`src/rtl/proc_pkg.sv`:
```
// Shared definitions for the processor front end: instruction width,
// fetch FSM state encoding and the default reset fetch address.
package proc_pkg;

    localparam int          INST_W           = 32;
    localparam logic [31:0] RESET_PC_DEFAULT = 32'h0000_0000;

    typedef enum logic [1:0] {
        ST_IDLE  = 2'd0,
        ST_REQ   = 2'd1,
        ST_WAIT  = 2'd2,
        ST_DRAIN = 2'd3
    } fetch_state_e;

endpackage

```
`src/rtl/fetch_queue.sv`:
```
// Synchronous prefetch FIFO of {instruction, address} with a registered head
// output that holds its last value when the queue drains.
module fetch_queue
    import proc_pkg::*;
#(
    parameter int ADDR_W  = 32,
    parameter int FQ_LOG2 = 2
) (
    input  logic              clk,
    input  logic              rst_n,
    input  logic              i_push,
    input  logic [INST_W-1:0] i_inst,
    input  logic [ADDR_W-1:0] i_pc,
    input  logic              i_pop,
    input  logic              i_flush,
    output logic              o_empty,
    output logic              o_full,
    output logic [FQ_LOG2:0]  o_count,
    output logic [INST_W-1:0] o_inst,
    output logic [ADDR_W-1:0] o_pc
);

    localparam int               DEPTH   = 1 << FQ_LOG2;
    localparam logic [FQ_LOG2:0] DEPTH_C = (FQ_LOG2 + 1)'(DEPTH);
    localparam logic [FQ_LOG2:0] ONE_C   = (FQ_LOG2 + 1)'(1);

    logic [INST_W-1:0]  r_mem_inst [DEPTH];
    logic [ADDR_W-1:0]  r_mem_pc   [DEPTH];
    logic [FQ_LOG2-1:0] r_wr_ptr;
    logic [FQ_LOG2-1:0] r_rd_ptr;
    logic [FQ_LOG2:0]   r_count;
    logic [INST_W-1:0]  r_head_inst;
    logic [ADDR_W-1:0]  r_head_pc;

    logic               w_empty;
    logic               w_full;
    logic               w_do_push;
    logic               w_do_pop;
    logic [FQ_LOG2-1:0] w_rd_next;

    assign w_empty   = (r_count == '0);
    assign w_full    = (r_count == DEPTH_C);
    assign w_do_pop  = i_pop && !w_empty;
    assign w_do_push = i_push && (!w_full || w_do_pop);
    assign w_rd_next = r_rd_ptr + FQ_LOG2'(1);

    // NOTE: storage array has no reset; count and pointers alone decide which entries are live.
    always_ff @(posedge clk) begin
        if (w_do_push && !i_flush) begin
            r_mem_inst[r_wr_ptr] <= i_inst;
            r_mem_pc[r_wr_ptr]   <= i_pc;
        end
    end

    // NOTE: sequential state uses non-blocking assignments so every flop samples pre-edge values.
    always_ff @(posedge clk or negedge rst_n) begin
        if (!rst_n) begin
            r_wr_ptr    <= '0;
            r_rd_ptr    <= '0;
            r_count     <= '0;
            r_head_inst <= '0;
            r_head_pc   <= '0;
        end else if (i_flush) begin
            r_wr_ptr <= '0;
            r_rd_ptr <= '0;
            r_count  <= '0;
        end else begin
            if (w_do_push) r_wr_ptr <= r_wr_ptr + FQ_LOG2'(1);
            if (w_do_pop)  r_rd_ptr <= w_rd_next;

            case ({w_do_push, w_do_pop})
                2'b10:   r_count <= r_count + ONE_C;
                2'b01:   r_count <= r_count - ONE_C;
                default: r_count <= r_count;
            endcase

            // Head tracks the oldest live entry; a push into an empty or emptying queue bypasses storage.
            if (w_do_pop) begin
                if (r_count > ONE_C) begin
                    r_head_inst <= r_mem_inst[w_rd_next];
                    r_head_pc   <= r_mem_pc[w_rd_next];
                end else if (w_do_push) begin
                    r_head_inst <= i_inst;
                    r_head_pc   <= i_pc;
                end
            end else if (w_empty && w_do_push) begin
                r_head_inst <= i_inst;
                r_head_pc   <= i_pc;
            end
        end
    end

    assign o_empty = w_empty;
    assign o_full  = w_full;
    assign o_count = r_count;
    assign o_inst  = r_head_inst;
    assign o_pc    = r_head_pc;

endmodule

```
`src/rtl/instruction_fetch_unit.sv`:
```
// Fetch engine: issues one word address at a time to instruction memory,
// queues returned words for decode and discards stale data after redirects.
module instruction_fetch_unit
    import proc_pkg::*;
#(
    parameter int                ADDR_W   = 32,
    parameter logic [ADDR_W-1:0] RESET_PC = ADDR_W'(RESET_PC_DEFAULT),
    parameter int                FQ_LOG2  = 2
) (
    input  logic              clk,
    input  logic              reset,
    output logic [ADDR_W-1:0] pc,
    output logic              req,
    input  logic              a_ready,
    input  logic [INST_W-1:0] instruction,
    input  logic              d_ready,
    input  logic              redirect,
    input  logic [ADDR_W-1:0] redirect_pc,
    output logic              inst_valid,
    input  logic              inst_ready,
    output logic [INST_W-1:0] inst,
    output logic [ADDR_W-1:0] inst_pc
);

    localparam logic [FQ_LOG2:0] DEPTH_M1 = (FQ_LOG2 + 1)'((1 << FQ_LOG2) - 1);

    fetch_state_e      r_state;
    fetch_state_e      w_state_next;
    logic [ADDR_W-1:0] r_pc;
    logic [ADDR_W-1:0] w_pc_next;
    logic [ADDR_W-1:0] r_req_pc;

    logic              w_accept;
    logic              w_push;
    logic              w_pop;
    logic              w_empty;
    logic              w_full;
    logic [FQ_LOG2:0]  w_count;
    logic              w_idle_go;
    logic              w_wait_go;

    assign w_accept = (r_state == ST_REQ) && a_ready && !redirect;
    assign w_push   = (r_state == ST_WAIT) && d_ready && !redirect;
    assign w_pop    = !w_empty && inst_ready;

    // A new request is only issued when its response is guaranteed a slot (after this cycle's pop/push).
    assign w_idle_go = !w_full || w_pop;
    assign w_wait_go = w_pop || (w_count < DEPTH_M1);

    // NOTE: every combinational output gets a default first so no path can infer a latch.
    always_comb begin
        w_state_next = r_state;
        w_pc_next    = r_pc;

        if (redirect) begin
            w_pc_next = redirect_pc;
            case (r_state)
                ST_REQ:             w_state_next = a_ready ? ST_DRAIN : ST_REQ;
                ST_WAIT, ST_DRAIN:  w_state_next = d_ready ? ST_REQ : ST_DRAIN;
                default:            w_state_next = ST_REQ;
            endcase
        end else begin
            case (r_state)
                ST_IDLE: begin
                    if (w_idle_go) w_state_next = ST_REQ;
                end
                ST_REQ: begin
                    if (a_ready) begin
                        w_pc_next    = r_pc + ADDR_W'(1);
                        w_state_next = ST_WAIT;
                    end
                end
                ST_WAIT: begin
                    if (d_ready) w_state_next = w_wait_go ? ST_REQ : ST_IDLE;
                end
                ST_DRAIN: begin
                    if (d_ready) w_state_next = ST_REQ;
                end
                default: w_state_next = ST_IDLE;
            endcase
        end
    end

    always_ff @(posedge clk or negedge reset) begin
        if (!reset) begin
            r_state  <= ST_IDLE;
            r_pc     <= RESET_PC;
            r_req_pc <= '0;
        end else begin
            r_state <= w_state_next;
            r_pc    <= w_pc_next;
            if (w_accept) r_req_pc <= r_pc;
        end
    end

    fetch_queue #(
        .ADDR_W  (ADDR_W),
        .FQ_LOG2 (FQ_LOG2)
    ) u_fetch_queue (
        .clk     (clk),
        .rst_n   (reset),
        .i_push  (w_push),
        .i_inst  (instruction),
        .i_pc    (r_req_pc),
        .i_pop   (w_pop),
        .i_flush (redirect),
        .o_empty (w_empty),
        .o_full  (w_full),
        .o_count (w_count),
        .o_inst  (inst),
        .o_pc    (inst_pc)
    );

    assign pc         = r_pc;
    assign req        = (r_state == ST_REQ);
    assign inst_valid = !w_empty;

endmodule

```
`config.mk`:
```
export PLATFORM = sky130hd
export DESIGN_NAME = instruction_fetch_unit
export DESIGN_NICKNAME = d
export VERILOG_FILES = /design/src/rtl/proc_pkg.sv /design/src/rtl/fetch_queue.sv /design/src/rtl/instruction_fetch_unit.sv
export SDC_FILE = /design/constraint.sdc
export NUM_CORES = 1
export LEC_CHECK = 0
export ABC_AREA = 1
export CAP_MARGIN = 20
export CORE_UTILIZATION = 25
export DETAILED_ROUTE_END_ITERATION = 7
export PLACE_DENSITY = 0.43
export SYNTH_ARGS = -nofsm -noshare
export SYNTH_HDL_FRONTEND = slang
export SYNTH_SLANG_ARGS = --single-unit
export TNS_END_PERCENT = 100
```
`constraint.sdc`:
```
create_clock -name clk -period 12.7 [get_ports clk]
set_clock_uncertainty 0.1 [all_clocks]
set_input_delay 2.54 -clock clk [delete_from_list [all_inputs] [get_ports clk]]
set_output_delay 2.54 -clock clk [all_outputs]
set_load 0.02 [all_outputs]
```
# Word level (Yosys, flattened, before mapping)
# Memory sizes are Yosys's and may differ from the RTL's.
# Index checks and enable logic that the tools add are counted.
[word_totals]
ff_bits = 137
latch_bits = 0
ram_bits = 256
romBits = 0
inputBits = 70
out_inout_bits = 98
mem_count = 2
[op_classes]
addsub = 5
multipliers = 0
div_mod_pow = 0
magnitude_cmp = 2
n_eq_ne = 11
shifts = 0
mux = 29
n_bitwise = 1
n_reduce_logical = 27
[memory_table]
columns = ["memory", "depth", "width", "read_ports", "rd_clocked_by_memory_dff", "write_ports", "line", "text"]
rows = [
  ["u_fetch_queue.r_mem_inst", 4, 32, 1, 0, 1, "fetch_queue.sv:27", "logic [INST_W-1:0] r_mem_inst [DEPTH];"],
  ["u_fetch_queue.r_mem_pc", 4, 32, 1, 0, 1, "fetch_queue.sv:28", "logic [ADDR_W-1:0] r_mem_pc [DEPTH];"],
]
[op_table]
columns = ["cell", "count"]
rows = [
  ["$mux W32", 11],
  ["$add A32 B1 Y32 const B", 1],
  ["$mux W2", 11],
  ["$reduce_bool A2 Y1", 5],
  ["$logic_and A1 B1 Y1", 9],
  ["$ne A3 B3 Y1 const B", 3],
  ["$pmux W2 S4", 1],
  ["$eq A2 B2 Y1 const B", 3],
  ["$pmux W3 S2", 1],
  ["$add A2 B1 Y2 const B", 2],
  ["$eq A2 B1 Y1 const B", 2],
  ["$pmux W2 S2", 1],
  ["$reduce_and A4 Y1", 1],
  ["$add A3 B1 Y3 const B", 1],
  ["$eq A3 B3 Y1 const B", 1],
  ["$gt A3 B1 Y1 const B", 1],
  ["$logic_not A1 Y1", 3],
  ["$logic_not A3 Y1", 1],
  ["$logic_or A1 B1 Y1", 3],
  ["$lt A3 B2 Y1 const B", 1],
  ["$mux W1", 3],
  ["$mux W3", 1],
  ["$ne A3 B1 Y1 const B", 1],
  ["$ne A3 B2 Y1 const B", 1],
  ["other kinds (7)", 7],
]

# Longest topological paths before layout
[logic_depth]
ltp_word = 9
depth_mapped = 11

# Hierarchy
# From an unflattened synthesis, not the netlist that was laid out.
[hier_totals]
cells_unflattened = 1855
hier_area_um2 = 17603.1
[modules_own_cells]
columns = ["module", "n_inst", "cells_per_inst", "area_per_inst_um2"]
rows = [
  ["fetch_queue", 1, 1373, 14029.7],
  ["instruction_fetch_unit", 1, 482, 3573.4],
]

# Least setup slack after synthesis
# Ideal clock, no wire load.
[synth_timing]
path_kind = "input to register"
from = "in redirect"
to = "mem u_fetch_queue.r_mem_inst[0][0] (enable)"
setup_ps = 486
t_arrival_ps = 5893
required_ps = 12114
setup_slack_ps = 6221
cell_stages = 6
path_cell_list = "buf_2 inv_4 nand3_4 nor2_1 inv_1 nor2_1"
[synth_between]
elab_chain_cells = 6
[synth_lines]
columns = ["item", "line", "text"]
rows = [
  ["start: declaration", "instruction_fetch_unit.sv:17", "input logic redirect,"],
  ["$logic_not A1 Y1 *", "fetch_queue.sv:49, instruction_fetch_unit.sv:43", ""],
  ["$logic_and A1 B1 Y1", "instruction_fetch_unit.sv:43", "assign w_push = (r_state == ST_WAIT) && d_ready && !redirect;"],
  ["$logic_and A1 B1 Y1", "fetch_queue.sv:44", "assign w_do_push = i_push && (!w_full || w_do_pop);"],
  ["$logic_and A1 B1 Y1 *", "fetch_queue.sv:49", "if (w_do_push && !i_flush) begin"],
  ["$mux W1 *", "fetch_queue.sv:49", ""],
  ["$mux W1 (implied by the code) *", "fetch_queue.sv:50", "r_mem_inst[r_wr_ptr] <= i_inst;"],
  ["end: declaration", "fetch_queue.sv:27", ""],
]
# Every way passes the cells marked *; elsewhere a longest branch is shown, timed or not.

# Worst setup path in the final report
[layout_timing]
from = "in redirect"
to = "mem u_fetch_queue.r_mem_pc[0][17] (enable)"
[layout_between]
elab_chain_cells = 6
[layout_lines]
columns = ["item", "line", "text"]
rows = [
  ["$logic_not A1 Y1 *", "fetch_queue.sv:49, instruction_fetch_unit.sv:43", ""],
  ["$logic_and A1 B1 Y1", "instruction_fetch_unit.sv:43", ""],
  ["$logic_and A1 B1 Y1", "fetch_queue.sv:44", ""],
  ["$logic_and A1 B1 Y1 *", "fetch_queue.sv:49", ""],
  ["$mux W1 *", "fetch_queue.sv:49", ""],
  ["$mux W1 (implied by the code) *", "fetch_queue.sv:51", "r_mem_pc[r_wr_ptr] <= i_pc;"],
  ["end: declaration", "fetch_queue.sv:28", ""],
]
# Marks and branches as above.

==> results.md <==
* Status: finished, final reports clean
* CTS clk-pin slew, worst paths at 0.06 ns
* Top routing layer in use: met4
* Via count at 11730
* Final setup margin at 7.609 ns
* Iteration-0 DRC Markers at 901
* Final global-route overflow total at 0
* Root Driver: clkbuf_16
* Top-Level Pins at 168
* Crit share post-route at 40.09%
* Area share of the largest cell type after synthesis at 46.05%
* DRC at 0
* Setup CP Type: input pin to flip-flop
* Largest net degree at the start of global routing at 105
* Hold buffer count at CTS at 0
* R2R depth at 8
* Synth top area cells: edfxtp_1 46%, dfrtp_1 21%, nand2_1 12%
* Syn Inst Count at 1592
* Slowest-stage cell, CP: buf_4
* Sink Count at 393
* Post-synthesis sequential area ratio at 66.59%
* # setup viols final at 0
* WP data arrival at 5.18 ns
* Synthesis-to-layout area growth at 23.27%
* Hold_ws at 0.3819 ns
* Vias in the first global route at 11520
* Core Region at 0.06586 mm^2
* Fin crit period at 5.091 ns
* Max-Cap Viols at 0
* Port Buffers at 167
* Nets@finish at 1824
* Final HPWL DP at 28.44 mm
* Crit path launch type: input pin
* Yosys top cell by area: edfxtp_1
* Yosys warnings at 0
* Routed WL at 46.66 mm
* Slew HR at 28.14%
* Hold Crit Class: flip-flop to flip-flop
* Die extent in x at 260.4 um
* CTS Buf Count at 45
* Total die area at 0.06781 mm^2
* WHS Path Cells at 2
* PD cells at 207.4 mW/mm^2
* Met2 wire length at 20.97 mm
* DR vias/cell at 4.435
* First-pass GRT wire length at 71.25 mm
* Diode count at 0
* Worst setup EP type: flip-flop
* Critical Path RT at 12.79 ns
* Fraction of layout cells with a size suffix above 1 at 7.412%
* Antenna violations before repair at 0
* Worst path max stage delay at 0.80 ns
* Rows at 94
* Hold Vio Cnt, Final at 0
* Starting Density at 25.34%
* Pre-CTS WS at 7.001 ns
* CP cell instances: clkdlybuf4s50_1 > buf_4 > inv_4 > nand3_4 > nor2_1 > inv_1 > nor2_4 > buf_4
* Mean Syn Cell Area at 10.49 um^2
* Post-CTS Resized at 0
* Fillcell total at 6722
* Worst-margin pin slew at 1.078 ns
* Overall Power at 4.267 mW
* Final max-slew violation count at 0
* Setup TNS at 0 ns
* Synth cell types at 49
* RSZ-0062 raised after global routing: no
* Clk_lat worst skew at 0.58 ns
* Leakage power at 7.931 nW
* Commonest non-fill, non-tap cell in the layout: nand2_1
* Most used cell along the critical path: buf_4
* Crit Path Max Fanout at 64
* Setup Fix Bufs, Post-CTS at 0
* Seq cells post-synth at 393
* Synth Net Count at 1670
* Routability cong. at 0.8071
* Fmax at 196.4 MHz
* Die height at 260.4 um
* 1st-pass router iterations at 5
* CTS max path bufs at 3
* CTS tree: built
* H-tree levels at 2
* VDD IR max at 0.00009891 V
* Remaining antenna violation count after routing at 0
* Met1 WL at 22.14 mm
* Met3 WL at 2.796 mm
* GR Util All Layers at 13.81%
* Per-cell routed wire length at 17.64 um
* Post-Syn Area at 0.01669 mm^2
* Commonest cells after routing, fill and taps aside: 530 x nand2_1, 256 x edfxtp_1, 166 x clkdlybuf4s50_1
==> per-stage QoR <==
| step | instances | instance area [um^2] | utilization (%) |
|---|---|---|---|
| 3_3_place_gp | 2562 | 19150 | 29.08 |
| 3_5_place_dp | 2562 | 19150 | 29.08 |
| 6_report | 2645 | 20580 | 31.24 |
| 5_1_grt | 2645 | 20580 | 31.24 |
| 4_1_cts | 2644 | 20550 | 31.20 |
| 2_1_floorplan | 1592 | 16690 | - |
==> Yosys cell counts (all sizes together) <==
library cell	number
a211oi	1
a21boi	1
a21oi	48
a22oi	16
a31oi	1
buf	53
clkbuf	23
clkinv	2
dfrtp	137
edfxtp	256
ha	8
inv	93
nand2	537
nand3	61
nand3b	5
nand4	27
nor2	95
nor3	9
nor4	2
o2111ai	1
o211ai	6
o21a	1
o21ai	166
o21bai	5
o221ai	2
o22ai	18
or2	13
xnor2	2
xor2	3
==> final timing paths <==
kind                       slack, ns                       endpoint                     start
max reg2reg                     9.85  u_fetch_queue.r_mem_pc[0][17]  u_fetch_queue.o_count[1]
min                             0.38       u_fetch_queue.o_inst[31]  u_fetch_queue.o_inst[31]
min in group asynchronous       1.91                         pc[23]                     reset
max                             7.61  u_fetch_queue.r_mem_pc[0][17]                  redirect
max in group asynchronous       9.09      u_fetch_queue.r_rd_ptr[1]                     reset
min reg2reg                     0.38       u_fetch_queue.o_inst[31]  u_fetch_queue.o_inst[31]
==> where the power goes <==
group	internal (mW)	switching, mW
Sequential	1.61	0.207
Combinational	0.463	0.750
Clock	0.713	0.522
==> logic make-up (layout without fill, tap and decap cells) <==
kind of cell / count (synthesis) / after routing / share of synthesized area, %
AOI/OAI and AO/OA: 266 / 266 / 8.808
xor gates and xnor gates: 5 / 5 / 0.2624
adders and majority gates: 8 / 8 / 0.5997
buffers and inverters: 171 / 360 / 4.895
DFF: 393 / 393 / 66.59
and+or+nand+nor: 749 / 749 / 18.84
==> metal layers <==
metal | global-route usage, % | vias up
li1 | - | 5723
met1 | 19.49 | 5647
met2 | 21.51 | 303
met3 | 3.127 | 57
met4 | 3.054 | 0
met5 | 0 | -
==> flip-flops by register name, summed over array words and instances (netlist names) <==
register	flops
u_fetch_queue.r_mem_pc	128
u_fetch_queue.o_inst	32
u_fetch_queue.o_count	3
r_state	2
u_fetch_queue.o_pc	32
r_req_pc	32
u_fetch_queue.r_mem_inst	128
pc	32
u_fetch_queue.r_wr_ptr	2
u_fetch_queue.r_rd_ptr	2
==> worst max-delay path, delay by kind of cell <==
kind,cells,cell delay (ns)
buf+inv,5,2.02
simple gates,3,0.50
==> cell type report <==
type	instances	area, um^2	area share, %
flip-flops and latches	393	11120	54.03
multi-input cells	1028	4800	23.33
repair buffers	183	1813	8.811
clock buffers	68	1272	6.184
well taps	864	1081	5.254
inverters	95	367.9	1.788
clock inverters	14	125.1	0.6081
No activity file was read; power rests on OpenSTA's default activity.
